[config.mk]
export PLATFORM = sky130hd
export DESIGN_NAME = reg_wb_arbiter
export DESIGN_NICKNAME = d
export VERILOG_FILES = /design/src/rtl/reg_wb_arbiter.sv
export SDC_FILE = /design/constraint.sdc
export NUM_CORES = 1
export LEC_CHECK = 0
export ABC_AREA = 1
export BUFFER_PORTS_ARGS = -buffer_cell sky130_fd_sc_hd__buf_2
export CORE_UTILIZATION = 40
export CTS_CLUSTER_SIZE = 30
export DETAILED_ROUTE_END_ITERATION = 16
export GPL_TIMING_DRIVEN = 0
export PLACE_DENSITY_LB_ADDON = 0.1
export SLEW_MARGIN = 25
export SYNTH_ARGS = -nofsm -noshare
export SYNTH_HDL_FRONTEND = slang
export SYNTH_SLANG_ARGS = --single-unit
[constraint.sdc]
create_clock -name clk -period 1.3 [get_ports clk]
set_input_delay 0.26 -clock clk [delete_from_list [all_inputs] [get_ports clk]]
set_output_delay 0.26 -clock clk [all_outputs]
set_load 0.02 [all_outputs]
[src/rtl/reg_wb_arbiter.sv]
// Two-requester round-robin write-back arbiter feeding one register-file write port,
// plus a per-register busy scoreboard (set at issue, cleared when the write lands).
module reg_wb_arbiter #(
  parameter  int WIDTH = 32,
  parameter  int DEPTH = 32,
  localparam int AW    = $clog2(DEPTH)
) (
  input  logic             clk,
  input  logic             rst,
  input  logic             i_a_valid,
  input  logic [AW-1:0]    i_a_addr,
  input  logic [WIDTH-1:0] i_a_data,
  output logic             o_a_ready,
  input  logic             i_b_valid,
  input  logic [AW-1:0]    i_b_addr,
  input  logic [WIDTH-1:0] i_b_data,
  output logic             o_b_ready,
  input  logic             i_iss_valid,
  input  logic [AW-1:0]    i_iss_rd,
  output logic [DEPTH-1:0] o_busy,
  output logic [AW-1:0]    o_wr_addr,
  output logic [WIDTH-1:0] o_wr_data,
  output logic             o_wr_en
);

  typedef struct packed {
    logic [AW-1:0]    addr;
    logic [WIDTH-1:0] data;
  } wb_req_t;

  logic             ptr;  // 0: A wins a tie, 1: B wins a tie
  logic             xfer;
  wb_req_t          sel;
  logic [DEPTH-1:0] set_vec, clr_vec, busy_nxt;

  always_comb begin
    o_a_ready = 1'b0;
    o_b_ready = 1'b0;
    if (!rst) begin
      o_a_ready = i_a_valid & (~i_b_valid | ~ptr);
      o_b_ready = i_b_valid & (~i_a_valid |  ptr);
    end
  end

  assign xfer = o_a_ready | o_b_ready;
  assign sel  = o_b_ready ? wb_req_t'{i_b_addr, i_b_data} : wb_req_t'{i_a_addr, i_a_data};

  always_ff @(posedge clk) begin
    if (rst) begin
      ptr       <= 1'b0;
      o_wr_en   <= 1'b0;
      o_wr_addr <= '0;
      o_wr_data <= '0;
    end else begin
      // a tie always hands priority to the requester that just lost
      if (i_a_valid && i_b_valid) ptr <= ~ptr;
      o_wr_en <= xfer && (sel.addr != '0);
      if (xfer) begin
        o_wr_addr <= sel.addr;
        o_wr_data <= sel.data;
      end
    end
  end

  // Clear follows the registered write, so a same-edge issue to the same rd wins.
  always_comb begin
    set_vec     = i_iss_valid ? (DEPTH'(1) << i_iss_rd)  : '0;
    clr_vec     = o_wr_en     ? (DEPTH'(1) << o_wr_addr) : '0;
    busy_nxt    = (o_busy & ~clr_vec) | set_vec;
    busy_nxt[0] = 1'b0;
  end

  always_ff @(posedge clk) begin
    if (rst) o_busy <= '0;
    else     o_busy <= busy_nxt;
  end

endmodule
# After elaboration in Yosys (flattened, before gate mapping)
# Index checks and enable logic that the tools add are counted.
[classes]
n_shift = 2
mux = 5
n_bitwise = 11
n_reduce_logical = 3
[ops]
columns = ["operator", "count"]
rows = [
  ["2-to-1 mux 32 bit", 2],
  ["left shift 1 x 5 -> 32 bit (first input constant)", 2],
  ["2-to-1 mux 37 bit", 1],
  ["AND 32 bit", 1],
  ["inverter 32 bit", 1],
  ["OR 32 bit", 1],
  ["nonzero test 5 bit", 1],
  ["inverter 1 bit", 3],
  ["OR 1 bit", 3],
  ["AND 1 bit", 2],
  ["logical AND 1 bit", 2],
  ["2-to-1 mux 1 bit", 2],
]
[totals]
reg_bits = 71
elab_cells = 27

# Logic depth before layout (Yosys ltp)
# Gate-level depths: netlist of run 1.
[depth]
ltp_word = 7
depth_mapped = 9
depth_no_buf = 8

# Least setup slack after synthesis of run 1
# Ideal clock, no wire load.
[synth_timing]
path_type = "reg-to-reg"
from = "reg o_wr_addr[0]"
to = "reg o_busy[3]"
setup_time_ns = 0.132
arrival_ns = 1.174
path_slack_ns = -0.006
stages_incl_launch_ff = 6
period_less_slack_ns = 1.306
path_cell_list = "dfxtp_1 -> inv_1 -> nor3_1 -> nand3_1 -> nand2_1 -> a21oi_1"
[synth_via]
elab_chain_len = 5
[synth_rtl]
columns = ["element", "line", "rtl"]
rows = [
  ["from (decl)", "21", "output logic [AW-1:0] o_wr_addr,"],
  ["from (signal assigned)", "59", "o_wr_addr <= sel.addr;"],
  ["left shift 1 x 5 -> 32 bit", "68", "clr_vec = o_wr_en ? (DEPTH'(1) << o_wr_addr) : '0;"],
  ["2-to-1 mux 32 bit", "68", ""],
  ["inverter 32 bit", "69", "busy_nxt = (o_busy & ~clr_vec) | set_vec;"],
  ["AND 32 bit", "69", ""],
  ["OR 32 bit", "69", ""],
  ["to (signal assigned)", "75", "else o_busy <= busy_nxt;"],
  ["to (decl)", "20", "output logic [DEPTH-1:0] o_busy,"],
]
# Every way passes these cells.
# A chain may end at the register's enable or synchronous reset.

# Final worst setup path of run 1
[layout_timing]
from = "reg ptr"
to = "out o_b_ready"
[layout_via]
elab_chain_len = 3
[layout_rtl]
columns = ["element", "line", "rtl"]
rows = [
  ["from (decl)", "31", "logic ptr;"],
  ["from (signal assigned)", "56", "if (i_a_valid && i_b_valid) ptr <= ~ptr;"],
  ["OR 1 bit", "41", "o_b_ready = i_b_valid & (~i_a_valid | ptr);"],
  ["AND 1 bit", "41", ""],
  ["2-to-1 mux 1 bit", "39", "if (!rst) begin"],
  ["to (decl)", "17", "output logic o_b_ready,"],
]
# Every way passes these cells.

==> metrics.cfg, run 1 <==
[outcome]
status=complete, but fails checks
violations=setup timing

[drt]
drt_wl_total_mm=10.25
wl_met1_mm=4.281
vias=3912
dr_wl_met3_um=802
drtIter0Drc=126
antenna_left=0
wl_per_cell_um=12.42
dr_wl_met2_mm=5.023
drt-pass1-iter-count=6
top_layer_used=met4
viasPerCell=4.742
drc=0

[die]
num_io_pins=156
core.rowCount=33
fp.dieW_um=94.61
die_y_um=94.61
coreArea_um2=8258
start_util=0.4155
die-area_um2=8951

[worst_setup_path]
critPathArrivalTime_ns=1.17
rr_startpoint=ptr$_SDFFE_PP0P_
cpMaxStageDelayCell=dfxtp_2
rr_worst_depth=10
worstPathMaxFanout=3
r2r_end=o_wr_data[10]$_SDFFE_PP0P_
rrSetupSlack_ns=-0.06
critPathTopFamily=buffers and inverters
end_kind=output pin
path_common_cell=buf_6
start_kind=register
critPathKind=reg -> out
cpPeakStageDelay_ns=0.33
path_buf_inv=4
required_ns=1.04
crit_chain=inv_2 > nand2_2 > nand2_4 > inv_4 > buf_6 > buf_6

[yosys]
ys_top_cells_by_area=dfxtp_1 41%, nand2_1 18%, a21oi_1 9.8%
ys_seq_elements=70
syn-instance-count=542
synth_top_area_frac=0.4085
ys.flop_type=dfxtp_1
ys_warn_count=0
syn_area_um2=3431
yosysTopAreaCell=dfxtp_1
synth_common_cells=166 x nand2_1, 88 x inv_1, 70 x dfxtp_1
synth_cell_types=23
synth-edff-count=0
syn_nets=626
synth.most_common_cell=nand2_1
async_reset_ff_frac=0
ys_seq_area_frac=0.4085
syn_avg_cell_area_um2=6.330

[clocking]
clk_path_buf_depth=2
hold_buffers=0
cts_max_level=3
cts.sink_count=70
cts_tree=built
cts.clk_slew.worst_paths_ns=0.08
clk_latency_ns=0.35
numCtsBuffers=9
clockRootBuffer=clkbuf_8

[placed_design]
dp.cells=798
place.gp.congestion=0.8810
port_buffers=151
dp_hpwl_mm=7.366
dp_slack_ns=-0.1641

[sta]
period_minus_slack_ns=1.433
skew_ns=0.007261
relSlewSlack=0.6339
rsz0062_at_grt=yes
hold_viol=0
fin_crit_sh=1.102
fmax_mhz=698.0
final-setup-viol-count=15
slew_violations=0
setup_slack_ns=-0.1327
worst_slew_pin_slew_ns=0.5491
tns_ns=-0.7351
hold_ws_ns=0.1881

[worst_hold_path]
hold_path_end=o_wr_data[6]$_SDFFE_PP0P_
hp-start=i_b_data[6]
min_path_cells=5
hp-class=in -> reg

[power_and_ir_drop]
ir_worst_vdd_mv=0.4639
p_leak_nw=2.624
cellPowerDensity_nw_per_um2=1127

[layout]
syn_to_final_growth_pct=40.01
fin_util=0.5817
fin_nets=799
antenna_cells=0
stdcell_count=825
layout-drive-gt1-share=0.3028
fillers=853

[global_route]
grt_pass1_wl_mm=15.84
grtUsageTotal=0.2249
grt_max_degree=13
antenna_found_initial=0
grt_pass1_vias=3484
grt-ovfl-total=0

[run]
max-cap-violations=0

## tightest hold or removal path, cell delays in order
cell and delay (ns):
buf_2 0.07, nand2_1 0.04, nand2_1 0.05, o21ai_1 0.05
inv_1 0.04
## flip-flops by register name, indices dropped and copies added, names as in the netlist
signal,cells
o_busy,31
o_wr_addr,5
o_wr_data,32
o_wr_en,1
ptr,1
## repair_timing
action,4_1_cts,5_1_grt
gates resized for setup,28,44
setup endpoints to repair,57,58
pin swaps,2,2
setup buffers,4,3
gates cloned,1,3
## per-stage QoR
stage	power (mW)	cell area, um2
global placement	3.287	4319
detailed placement	3.298	4319
CTS	5.375	4656
global route	5.666	4803
floorplan	2.937	3432
finish	5.414	4803
## routing by layer
metal / global-route usage / vias to the layer above
met5: 0 / -
met4: 0.07576 / 0
met3: 0.06441 / 13
met2: 0.3861 / 148
met1: 0.2675 / 1718
li1: - / 2033
## layout make-up
class,count,area [um2],share of cell area
plain buffers,31,197.7,0.04116
inverters,93,354.1,0.07372
repair buffers,162,893.4,0.1860
flip-flops and latches,70,1411,0.2938
clock buffers,11,151.4,0.03152
well taps,105,131.4,0.02735
clock inverters,5,81.33,0.01693
multi-input cells,348,1583,0.3295
## cells in the final DEF (no fill, tap or decap), types with 3 or more instances in the layout
cell type | synthesis | layout
nand3_1 | 18 | 18
o21ai_1 | 20 | 35
clkbuf_1 | 14 | 11
o21ai_2 | 1 | 5
nand2_1 | 166 | 164
clkbuf_8 | 0 | 11
buf_6 | 1 | 9
inv_1 | 88 | 87
dfxtp_1 | 70 | 66
nor2_1 | 18 | 17
buf_2 | 12 | 156
o21ai_0 | 42 | 23
inv_2 | 3 | 3
nor4_1 | 3 | 3
buf_4 | 2 | 10
a21oi_1 | 67 | 67
nand4_1 | 5 | 5
## report_power, final
group          internal (mW)  leakage, nW  switching (mW)
Combinational          0.398         1.93           0.638
Clock                   1.19        0.116           0.873
Sequential              2.25        0.576          0.0664
Total                   3.84         2.62            1.58
## kinds of logic (layout without fill, tap and decap cells)
| family | count (synthesis) | after routing | synth area share |
|---|---|---|---|
| other cells | 1 | 1 | 0.001093 |
| simple gates | 217 | 217 | 0.2553 |
| compound gates | 130 | 130 | 0.1907 |
| buf+inv | 124 | 302 | 0.1444 |
| flops | 70 | 70 | 0.4085 |
## worst max path at each step
| stage | start | slack (ns) | end | cells past startpoint |
|---|---|---|---|---|
| CTS | ptr$_SDFFE_PP0P_ | -0.11 | o_b_ready | 6 |
| finish | ptr$_SDFFE_PP0P_ | -0.13 | o_b_ready | 6 |
| floorplan | o_wr_addr[3]$_SDFFE_PP0P_ | 0.01 | o_busy[31]$_SDFF_PP0_ | 6 |
| global placement | o_wr_addr[1]$_SDFFE_PP0P_ | -0.14 | o_busy[19]$_SDFF_PP0_ | 5 |
| detailed placement | o_wr_addr[1]$_SDFFE_PP0P_ | -0.16 | o_busy[3]$_SDFF_PP0_ | 5 |
| global route | ptr$_SDFFE_PP0P_ | -0.16 | o_b_ready | 6 |
No activity file was read; power rests on OpenSTA's default activity.
==> run 2: changes to the inputs <==
- clock period: 1.3 -> 1.78 ns (I/O delays scaled with it)
==> run 2 against run 1 <==
Compared with the run above:
- the run now ends clean
- cell count shrank 0.97%
- register-to-register slack gained 0.29 ns
- via count shrank 1.9%
- wire length shrank 3.4%
- critical path type unchanged
- critical endpoint unchanged
==> metrics.cfg, run 2 (same netlist as run 1, synthesis figures left out) <==
[worst_setup_path]
critPathArrivalTime_ns=1.30
r2r_end=o_busy[27]$_SDFF_PP0_
cp-startpoint=ptr$_SDFFE_PP0P_
critPathKind=reg -> out
start_kind=register
endpoint=o_b_ready
rr_startpoint=o_wr_addr[0]$_SDFFE_PP0P_
rr_worst_depth=5
end_kind=output pin
worstPathMaxFanout=9
rrSetupSlack_ns=0.23
required_ns=1.42

[global_route]
antenna_found_initial=0
grt_max_degree=18
grt-ovfl-total=0
grt_pass1_vias=3500
grt_pass1_wl_mm=15.86
grtUsageTotal=0.2276

[layout]
top_register=o_wr_data
antenna_cells=0
fin_nets=791
layout-drive-gt1-share=0.2683
layout.cells.most_common=nand2_1
mostFrequentLayoutCells=166 x nand2_1, 162 x buf_2, 88 x inv_1, 70 x dfxtp_1, 67 x a21oi_1
largest_register_ffs=32
fin_area_um2=4581
syn_to_final_growth_pct=33.52
reg.largest.list=o_wr_data: 32 flops, o_busy: 31 flops, o_wr_addr: 5 flops

[power_and_ir_drop]
seqPwrFrac=0.436
p_sw_mw=1.115
ir_worst_vdd_mv=0.4618
combPwrFrac=0.178
p_leak_nw=2.521
cellPowerDensity_nw_per_um2=845.8
swShare=0.2879
intPower_mw=2.759
pwr-share-clk=0.386

[sta]
fin_crit_sh=0.9308
rsz0062_at_grt=no
relSlewSlack=0.6005
skew_ns=0.007290
slew_violations=0
hold_viol=0
setup_slack_ns=0.1232
worst_slew_pin_slew_ns=0.5993
final-setup-viol-count=0
tns_ns=0
fmax_mhz=603.6
period_minus_slack_ns=1.657

[drt]
viasPerCell=4.695
wl_per_cell_um=12.12
drc=0
drtIter0Drc=120
antenna_left=0
drt-pass1-iter-count=5
vias=3836
drt_wl_total_mm=9.900

[die]
num_io_pins=156
die-area_um2=8951
die_y_um=94.61
start_util=0.4155
coreArea_um2=8258
core.rowCount=33
fp.dieW_um=94.61

[placed_design]
dpl-instance-area_um2=4318
place.gp.congestion=0.9241
port_buffers=151
dp_slack_ns=0.1170
dp_hpwl_mm=7.549

[clocking]
cts_tree=built
clockRootBuffer=clkbuf_8
hold_buffers=0
cts.clk_slew.worst_paths_ns=0.08
clk_path_buf_depth=2
cts.sink_count=70
cts_max_level=3
clk_latency_ns=0.35
numCtsBuffers=9

[run]
max-cap-violations=0

[outcome]
status=complete, no violations

[worst_hold_path]
hp-class=in -> reg

## run 2: cell count changes in the layout (fill, tap and decap cells not counted), moves of 6 or more
cell	previous run	this run
o21ai_1	35	20
buf_2	156	162
o21ai_0	23	42
buf_6	9	1
## run 2: what timing repair did
| action | 4_1_cts | 5_1_grt |
|---|---|---|
| buffers inserted | 0 | 4 |
| gates resized for setup | 1 | 2 |
| setup endpoints to repair | 1 | 1 |
## run 2: worst max-delay path, cell delays in order (launching register included)
cell and delay (ns):
dfxtp_1 0.33, inv_1 0.09, nand2_1 0.12, nand2_2 0.15
clkinv_4 0.11, buf_2 0.17
## run 2: power groups by stage
stage / Combinational (mW) / Sequential [mW] / Clock [mW]
final: 0.688 / 1.69 / 1.50
after global routing: 0.774 / 1.70 / 1.61
after CTS: 0.686 / 1.69 / 1.53
after detailed placement: 0.685 / 1.73 / 0
after global placement: 0.674 / 1.72 / 0
after floorplan: 0.326 / 1.82 / 0
## run 2: final cells by class
class,instances,area [um2]
tap,105,131.4
clock inverter,5,81.33
sequential,70,1401
timing repair buffer,155,785.8
clock buffer,11,151.4
fill,897,3677
inverter,93,354.1
buffer,30,141.4
multi-input combinational,348,1534
## run 2: how the worst min path moves through the flow
stage                               startpoint                          to  depth (start not counted)
final                             i_b_data[23]  o_wr_data[23]$_SDFFE_PP0P_                          5
after global routing              i_b_data[16]  o_wr_data[16]$_SDFFE_PP0P_                          5
after CTS                          i_b_data[9]   o_wr_data[9]$_SDFFE_PP0P_                          5
after detailed placement  o_busy[3]$_SDFF_PP0_        o_busy[3]$_SDFF_PP0_                          2
after global placement    o_busy[3]$_SDFF_PP0_        o_busy[3]$_SDFF_PP0_                          2
after floorplan               ptr$_SDFFE_PP0P_            ptr$_SDFFE_PP0P_                          2
## run 2: metal layers
layer  routed length (um)  vias up  GRT usage
li1                     -     2012          -
met2                 4717      142     0.3783
met5                    0        -          0
met4                  160        0    0.09722
met3                  860       13    0.07488
met1                 4161     1669     0.2668
## run 2: metrics by stage
stage                     std cells    util  power, mW  hold slack [ns]
final                           817  0.5547      3.874           0.2816
after global routing            817  0.5547      4.082           0.2778
after CTS                       813  0.5508      3.908           0.2765
after detailed placement        798  0.5229      2.411           0.4530
after global placement          798  0.5229      2.399           0.4465
after floorplan                 542       -      2.144           0.4583
==> run 3: changes to the inputs <==
- BUFFER_PORTS_ARGS: -buffer_cell sky130_fd_sc_hd__buf_2 -> -buffer_cell sky130_fd_sc_hd__buf_4
==> run 3 against run 2 <==
Compared with the run above:
- setup slack improved by 0.0097 ns
- worst hold slack worse by 0.0030 ns
- critical path depth stayed put
- non-clock buffer count fell by 4
- die area unchanged
- clock skew hardly changed
- combinational power up 13%
- cell count decreased by 0.49%
- clock power is 20% higher
- final area grew 8.6%
- via count rose by 2.9%
- total power up 10%
- largest power group is now the clock network
==> metrics.cfg, run 3 (same netlist as run 1, synthesis figures left out) <==
[global_route]
antenna_found_initial=0
grtUsageTotal=0.2328
grt_pass1_wl_mm=16.15
grt_pass1_vias=3600
grt-ovfl-total=0
grt_max_degree=18

[drt]
drtIter0Drc=126
vias=3946
viasPerCell=4.854
antenna_left=0
wl_per_cell_um=12.55
drc=0
drt_wl_total_mm=10.20
dr_wl_met2_mm=5.038
wl_met1_mm=3.991
top_layer_used=met4
drt-pass1-iter-count=5
dr_wl_met3_um=867

[layout]
reg.largest.list=o_wr_data: 32 flops, o_busy: 31 flops, o_wr_addr: 5 flops
multi_input_comb_area_um2=1534
fin_area_um2=4976
syn_to_final_growth_pct=45.04
stdcell_count=813
seqCellArea_um2=1401
fin_nets=787
fin_util=0.6026
antenna_cells=0
top_register=o_wr_data
layout-drive-gt1-share=0.2641
mostFrequentLayoutCells=166 x nand2_1, 153 x buf_4, 88 x inv_1, 70 x dfxtp_1, 67 x a21oi_1
largest_register_ffs=32
layout.cells.most_common=nand2_1
fillers=828

[placed_design]
dpl-instance-area_um2=4696
dp_hpwl_mm=7.690
place.gp.congestion=0.9075
port_buffers=151
dp.cells=798
dp_slack_ns=0.1474

[worst_setup_path]
critPathArrivalTime_ns=1.29
cp-startpoint=ptr$_SDFFE_PP0P_
cpMaxStageDelayCell=dfxtp_1
r2r_end=o_busy[27]$_SDFF_PP0_
path_buf_inv=3
cpPeakStageDelay_ns=0.33
worstPathMaxFanout=17
rr_worst_depth=5
cp.depth=5
critPathTopFamily=buffers and inverters
rr_startpoint=o_wr_addr[0]$_SDFFE_PP0P_
start_kind=register
crit_chain=inv_1 > nand2_1 > nand2_2 > inv_6 > buf_4
required_ns=1.42
end_kind=output pin
rrSetupSlack_ns=0.19
critPathKind=reg -> out
endpoint=o_b_ready

[sta]
final-setup-viol-count=0
hold_viol=0
fin_crit_sh=0.9253
worst_slew_pin_slew_ns=0.5752
period_minus_slack_ns=1.647
setup_slack_ns=0.1329
fmax_mhz=607.1
hold_ws_ns=0.2786
skew_ns=0.007155
relSlewSlack=0.6166
slew_violations=0

[outcome]
status=complete, no violations

[die]
die-area_um2=8951
die_y_um=94.61
coreArea_um2=8258
core.rowCount=33
num_io_pins=156
fp.dieW_um=94.61
start_util=0.4155

[power_and_ir_drop]
ir_worst_vdd_mv=0.4193
cellPowerDensity_nw_per_um2=857.1
p_leak_nw=2.601

[clocking]
cts.clk_slew.worst_paths_ns=0.08
cts_tree=built
clk_path_buf_depth=2
clockRootBuffer=clkbuf_8
cts_max_level=3
cts.sink_count=70
numCtsBuffers=9
hold_buffers=0
post_cts_buffers=0
cts_resized=1
clk_latency_ns=0.35

[run]
max-cap-violations=0

[worst_hold_path]
hp-class=in -> reg

## run 3: cell count changes in the layout (fill, tap and decap cells not counted), sizes merged
cell,before,now
clkinv,5,3
inv,90,91
buf,171,167
clkinvlp,1,0
bufinv,2,4
## run 3: where the power goes
part / switching [mW] / internal [mW] / total, mW / leakage, nW
combinational: 0.443 / 0.334 / 0.777 / 1.89
sequential: 0.0480 / 1.64 / 1.69 / 0.574
clock: 0.643 / 1.15 / 1.80 / 0.140
total: 1.13 / 3.13 / 4.26 / 2.60
## run 3: area by class of cell
cell class / instances / share of cell area
Multi-Input combinational cell: 348 / 0.3083
Timing Repair Buffer: 151 / 0.2278
Tap cell: 105 / 0.02640
Clock inverter: 5 / 0.02590
Sequential cell: 70 / 0.2816
Buffer: 30 / 0.02841
Clock buffer: 11 / 0.03042
Inverter: 93 / 0.07116
## run 3: per-layer routing
layer | vias to the layer above | track usage
met4 | 0 | 0.1199
met2 | 168 | 0.4011
met5 | - | 0
met3 | 26 | 0.07085
met1 | 1745 | 0.2569
li1 | 2007 | -
## run 3: worst min path at each step
stage	start	endpoint	slack, ns	cells after the start
2_1_floorplan	ptr$_SDFFE_PP0P_	ptr$_SDFFE_PP0P_	0.46	2
3_3_place_gp	o_busy[3]$_SDFF_PP0_	o_busy[3]$_SDFF_PP0_	0.45	2
5_1_grt	i_b_data[16]	o_wr_data[16]$_SDFFE_PP0P_	0.28	5
3_5_place_dp	o_busy[3]$_SDFF_PP0_	o_busy[3]$_SDFF_PP0_	0.46	2
4_1_cts	i_b_data[5]	o_wr_data[5]$_SDFFE_PP0P_	0.27	5
6_report	i_b_data[18]	o_wr_data[18]$_SDFFE_PP0P_	0.28	5
## run 3: worst register-to-register path: stages (launching register included)
cell     delay [ns]
dfxtp_1        0.52
inv_1          0.15
nor3_1         0.47
nand3_1        0.17
nand2_1        0.09
a21oi_1        0.05
## run 3: per-stage QoR
| step | power [mW] | TNS (ns) |
|---|---|---|
| global route | 4.446 | -0.005407 |
| CTS | 4.293 | 0 |
| floorplan | 2.144 | 0 |
| finish | 4.265 | 0 |
| detailed placement | 2.507 | 0 |
| global placement | 2.494 | 0 |
